### config.mk
export PLATFORM = sky130hd
export DESIGN_NAME = tdm_demux
export DESIGN_NICKNAME = d
export VERILOG_FILES = /design/src/rtl/tdm_demux.sv
export SDC_FILE = /design/constraint.sdc
export NUM_CORES = 1
export LEC_CHECK = 0
export CAP_MARGIN = 20
export CORE_MARGIN = 8
export CORE_UTILIZATION = 58
export CTS_CLUSTER_DIAMETER = 120
export CTS_CLUSTER_SIZE = 10
export DETAILED_ROUTE_END_ITERATION = 7
export DONT_BUFFER_PORTS = 1
export PLACE_DENSITY = 0.73
export SLEW_MARGIN = 0
export SYNTH_ARGS = -nofsm -noshare
export SYNTH_HDL_FRONTEND = slang
export SYNTH_SLANG_ARGS = --single-unit
### constraint.sdc
create_clock -name clk -period 2.3 [get_ports clk]
set_input_delay 0.345 -clock clk [delete_from_list [all_inputs] [get_ports clk]]
set_output_delay 0.345 -clock clk [all_outputs]
set_load 0.05 [all_outputs]
### src/rtl/tdm_demux.sv
// Time-division demultiplexer: one framed sample stream in,
// one registered slice per channel out, with framing supervision.
module tdm_demux #(
    parameter int WIDTH    = 8,
    parameter int CHANNELS = 4,
    parameter int CH_W     = 2
) (
    input  logic                      clk,
    input  logic                      rst,
    input  logic                      in_valid,
    input  logic [WIDTH-1:0]          in_data,
    input  logic                      in_sync,
    output logic [CHANNELS*WIDTH-1:0] out_data,
    output logic [CHANNELS-1:0]       out_valid,
    output logic                      frame_done,
    output logic                      sync_err,
    output logic                      locked
);

    typedef enum logic {
        HUNT,
        LOCKED
    } state_t;

    localparam logic [CH_W-1:0] LAST = CH_W'(CHANNELS - 1);
    localparam logic [CH_W-1:0] ONE  = CH_W'(1);

    state_t          state;
    logic [CH_W-1:0] cnt;

    logic hunt_drop;
    logic hunt_sync;
    logic lock_sync;
    logic lock_miss;

    always_comb begin
        hunt_drop = (state == HUNT) && !in_sync;
        hunt_sync = (state == HUNT) && in_sync;
        lock_sync = (state == LOCKED) && in_sync;
        lock_miss = (state == LOCKED) && !in_sync && (cnt == '0);
    end

    always_ff @(posedge clk or posedge rst) begin
        if (rst) begin
            state      <= HUNT;
            cnt        <= '0;
            out_data   <= '0;
            out_valid  <= '0;
            frame_done <= 1'b0;
            sync_err   <= 1'b0;
        end else begin
            out_valid  <= '0;
            frame_done <= 1'b0;
            sync_err   <= 1'b0;
            if (in_valid) begin
                unique case (1'b1)
                    hunt_drop: begin
                    end
                    hunt_sync: begin
                        out_data[WIDTH-1:0] <= in_data;
                        out_valid[0]        <= 1'b1;
                        cnt                 <= ONE;
                        state               <= LOCKED;
                    end
                    lock_sync: begin
                        // an early sync realigns the frame onto slot 0
                        out_data[WIDTH-1:0] <= in_data;
                        out_valid[0]        <= 1'b1;
                        cnt                 <= ONE;
                        sync_err            <= (cnt != '0);
                    end
                    lock_miss: begin
                        sync_err <= 1'b1;
                        state    <= HUNT;
                    end
                    default: begin
                        for (int k = 0; k < CHANNELS; k++) begin
                            if (cnt == CH_W'(k)) begin
                                out_data[k*WIDTH +: WIDTH] <= in_data;
                                out_valid[k]               <= 1'b1;
                            end
                        end
                        frame_done <= (cnt == LAST);
                        cnt        <= (cnt == LAST) ? '0 : cnt + ONE;
                    end
                endcase
            end
        end
    end

    assign locked = (state == LOCKED);

endmodule

[Word-level counts from Yosys, hierarchy flattened]
Index checks and enable logic that the tools add are counted.
Operators by class
  add/sub/neg operators: 1
  eq/ne operators: 3
  mux-type cells: 16
  reduce and logical (&&, ||, !) cells: 19
  bitwise logic cells: 3
Operators with widths (count)
  one-hot mux 8 bit (2 select lines): 1
  AND reduction 3 bit: 4
  two-way mux 8 bit: 1
  two-way mux 1 bit: 7
  one-hot mux 1 bit (2 select lines): 3
  nonzero test 2 bit: 3
  logical AND 1 bit: 5
  == test 2 bit, second input constant: 2
  two-way mux 4 bit: 1
  one-hot mux 2 bit (2 select lines): 1
  AND reduction 2 bit: 2
  OR reduction 2 bit: 2
  OR reduction 4 bit: 1
  two-way mux 3 bit: 1
  inverter 1 bit: 3
  adder 2 x 1 -> 2 bit, second input constant: 1
  == test 2 x 1 -> 1 bit, second input constant: 1
  zero test 2 bit: 1
  two-way mux 2 bit: 1
  zero test 1 bit: 1
Storage, ports and cells
  bits in registers: 41
  input port bits: 12
  logic and storage cells: 51
  output and inout port bits: 39

[Longest topological paths before layout]
  word-level depth: 6
  mapped depth: 5
  mapped depth without buffers: 5

[Worst setup path before layout]
Ideal clock, no wire load.
  kind: register -> register
  from: reg cnt[0]
  to: reg out_data[12]
  data required time: 2172 ps
  slack: 693 ps
  library setup time: 128 ps
  stages on the path, launching flop included: 6
  arrival: 1479 ps
  period minus slack after synthesis: 1607 ps
  buffers on the path: 0
  cells stage by stage: dfrtp_1 inv_1 ha_1 and4bb_4 nand2_2 mux2_1
On the way
  word-level cells in the longest chain between the ends: 5
  elaborated cells between the ends (all ways): 6
  those cells by class: eq/ne: 1; bitwise: 1; reduce/logical: 4
Ends and longest elaborated chain
  start, declared: RTL line 29  | logic [CH_W-1:0] cnt;
  start signal, assigned: RTL line 84  | cnt <= (cnt == LAST) ? '0 : cnt + ONE;
  zero test 2 bit: RTL line 40  | lock_miss = (state == LOCKED) && !in_sync && (cnt == '0);
  logical AND 1 bit: RTL line 40
  OR reduction 4 bit (no source line)
  inverter 1 bit (no source line)
  AND reduction 3 bit (no source line) (*)
  end signal, assigned by index: RTL line 60  | out_data[WIDTH-1:0] <= in_data;
  end signal, assigned by index: RTL line 67  | out_data[WIDTH-1:0] <= in_data;
  end signal, assigned by index: RTL line 79  | out_data[k*WIDTH +: WIDTH] <= in_data;
  end, declared: RTL line 13  | output logic [CHANNELS*WIDTH-1:0] out_data,
Every way passes the cells marked *; elsewhere a longest branch is shown, timed or not.
A chain may end at the register's enable or synchronous reset.

[Final worst setup path]
  from: reg cnt[1]
  to: reg out_data[12]
The elaborated chain is that of the path after synthesis.

==> run_results.csv <==
group,metric,value,unit
synthesis,ys_async_sr_fraction,100,%
route,wire_per_inst,21.4,µm
synthesis,synth_top_area_share,64.1,%
timing,skew,0.0157,ns
worst_setup_path,cp.arrival,2.02,ns
synthesis,synth_seq_cells,40,
timing,fin_crit,1.79,ns
worst_setup_path,cp_top_family,"simple AND/OR/NAND/NOR gates",
timing,report.final.hold_viol_count,0,
synthesis,ys_types,17,
cts,cts_setup_buffers,0,
timing,rsz0062_at_grt,"false",
grt,antenna_found_initial,0,
synthesis,syn-num-nets,117,
cts,cts.htree.levels,2,
job,drv_cap,0,
cts,clk_pin_slew,0.12,ns
worst_setup_path,cp_max_fo,9,
synthesis,synth.area.top_cells,"dfrtp_1 64%, mux2_2 22%, ha_1 3.2%",
timing,setup_violations,0,
grt,grt_usage,14.0,%
route,first_pass_iters,3,
final_layout,fill_cells,199,
cts,tritoncts,"yes",
grt,grt_pass1_wl,4640,µm
synthesis,synth_seq_area_share,64.1,%
placement,gp_congestion,0.698,
synthesis,synthAdderAreaFrac,3.20,%
worst_setup_path,required,2.54,ns
final_layout,fin_util,64.2,%
worst_setup_path,path_cells,"inv_1 -> ha_1 -> and4bb_4 -> nand2_2 -> mux2_1",
synthesis,synth_common_cells,"40 x dfrtp_1, 31 x mux2_2, 8 x inv_1",
timing,tns,0,ns
route,vias,812,
timing,setup_ws,0.515,ns
final_layout,antennaDiodeCount,0,
cts,clock_latency,0.35,ns
route,drt_iter0_markers,60,
timing,fmax,0.560,GHz
worst_setup_path,endpoint_kind,"flip-flop",
floorplan,boundaryPins,51,
synthesis,syn_inst,101,
synthesis,synth_xor_area_share,0.560,%
worst_setup_path,path_buf_inv,1,
route,post-route-drc-count,0,
cts,cts_buffers,5,
placement,pre_cts_slack,0.521,ns
floorplan,die_x,67.9,µm
status,status,"finished, final reports clean",
cts,root_buffer,"clkbuf_4",
final_layout,nets,126,
placement,placed_area,1610,µm²
synthesis,synth_compound_area_share,2.08,%
timing,finalCritPeriodShare,77.6,%
grt,overflow,0,
worst_setup_path,slowest_delay,0.42,ns
final_layout,design_area,1710,µm²
synthesis,synth_edf_count,0,
synthesis,synth_top_family_by_area,"multiplexers",
timing,slew-limit-headroom,56.6,%
min_path,worstHoldPathType,"in -> reg",
final_layout,drive_above_1_share,41.4,%
cts,cts_max_path_buffers,2,
route,postRouteWirelength,3040,µm
floorplan,start_util,58.7,%
floorplan,core,2660,µm²
timing,slew_violations,0,
synthesis,synthesis.area,1560,µm²
synthesis,muxShareOfSynthArea,23.1,%
route,viasPerCell,5.72,
synthesis,synth-main-ff-cell,"dfrtp_1",
grt,grt_pass1_vias,901,
floorplan,core.rowCount,19,
worst_setup_path,cp-start-kind,"flip-flop",
synthesis,synth.avg_cell_area,15.5,µm²
worst_setup_path,worstSetupPathType,"reg -> reg",
timing,tightestPinTransition,0.650,ns
worst_setup_path,cpMaxStageDelayCell,"dfrtp_1",
final_layout,area_growth,9.37,%
final_layout,seqCellArea,1000,µm²
grt,grt_max_degree,24,
final_layout,multiInputGateArea,524,µm²
synthesis,yosysTopAreaCell,"dfrtp_1",
synthesis,synth-simple-area-share,4.64,%
placement,io_buffers,0,
placement,hpwl,2220,µm
floorplan,die_area,4610,µm²
synthesis,yosysMostFrequentCell,"dfrtp_1",
floorplan,die_h,67.9,µm
route,ant_nets,0,
synthesis,yosys_warnings,0,
cts,cts.sinks,40,
-- per-stage QoR --
stage	instances	hold WS [ns]
after global placement	133	0.348
final	142	0.130
after global routing	142	0.104
after detailed placement	133	0.361
after floorplan	101	0.477
after CTS	142	0.114
-- path summary, 6_finish.rpt --
kind                                     from                       end  slack [ns]  cells after the start
max in group asynchronous                 rst  out_data[23]$_DFFE_PP0P_        1.06                      3
min                                in_data[4]  out_data[12]$_DFFE_PP0P_        0.13                      1
max reg2reg                cnt[1]$_DFFE_PP0P_  out_data[12]$_DFFE_PP0P_        0.51                      5
min in group asynchronous                 rst  out_data[29]$_DFFE_PP0P_        0.51                      2
max                        cnt[1]$_DFFE_PP0P_  out_data[12]$_DFFE_PP0P_        0.51                      5
min reg2reg                cnt[1]$_DFFE_PP0P_        cnt[1]$_DFFE_PP0P_        0.60                      1
-- timing repair --
action	in CTS	in global routing
endpoints found under the hold margin	17	0
hold buffers	1	0
endpoints found under the setup margin	0	0
gates resized for setup	0	0
-- routing by layer --
layer  track usage [%]  share of wire [%]  vias up
li1                  -                  -      364
met1              14.9                 36      399
met2              22.5                 49       39
met3              7.53                 12       10
met4              6.91                2.5        0
met5                 0                  0        -
-- registers in the layout, summed over array words and instances (netlist names) --
| signal | cells |
|---|---|
| cnt | 2 |
| locked | 1 |
| out_data | 32 |
| frame_done | 1 |
| out_valid | 3 |
| sync_err | 1 |
-- logic make-up (layout without fill, tap and decap cells) --
family | Yosys count | after routing
DFF | 40 | 40
muxes | 32 | 32
and+or+nand+nor | 10 | 10
buffers and inverters | 9 | 19
AOI/OAI and AO/OA | 5 | 5
adders and majority gates | 4 | 4
xor gates and xnor gates | 1 | 1
-- cell type report --
| cell class | instances | share of cell area (%) |
|---|---|---|
| clock buffer | 6 | 3.00 |
| sequential | 40 | 58.6 |
| clock inverter | 2 | 2.27 |
| inverter | 8 | 1.76 |
| timing repair buffer | 3 | 1.46 |
| tap | 31 | 2.27 |
| multi-input combinational | 52 | 30.7 |
-- cells in the final DEF (no fill, tap or decap), types with 2 or more instances in the layout --
cell / n
ha_1: 4
nand2_2: 3
o21ai_0: 3
buf_4: 2
mux2_2: 31
dfrtp_1: 40
nand2_1: 2
inv_1: 8
clkbuf_4: 5
Power is not shown: default switching activity piles up to over one toggle a cycle in this logic, so the estimate is an artifact.
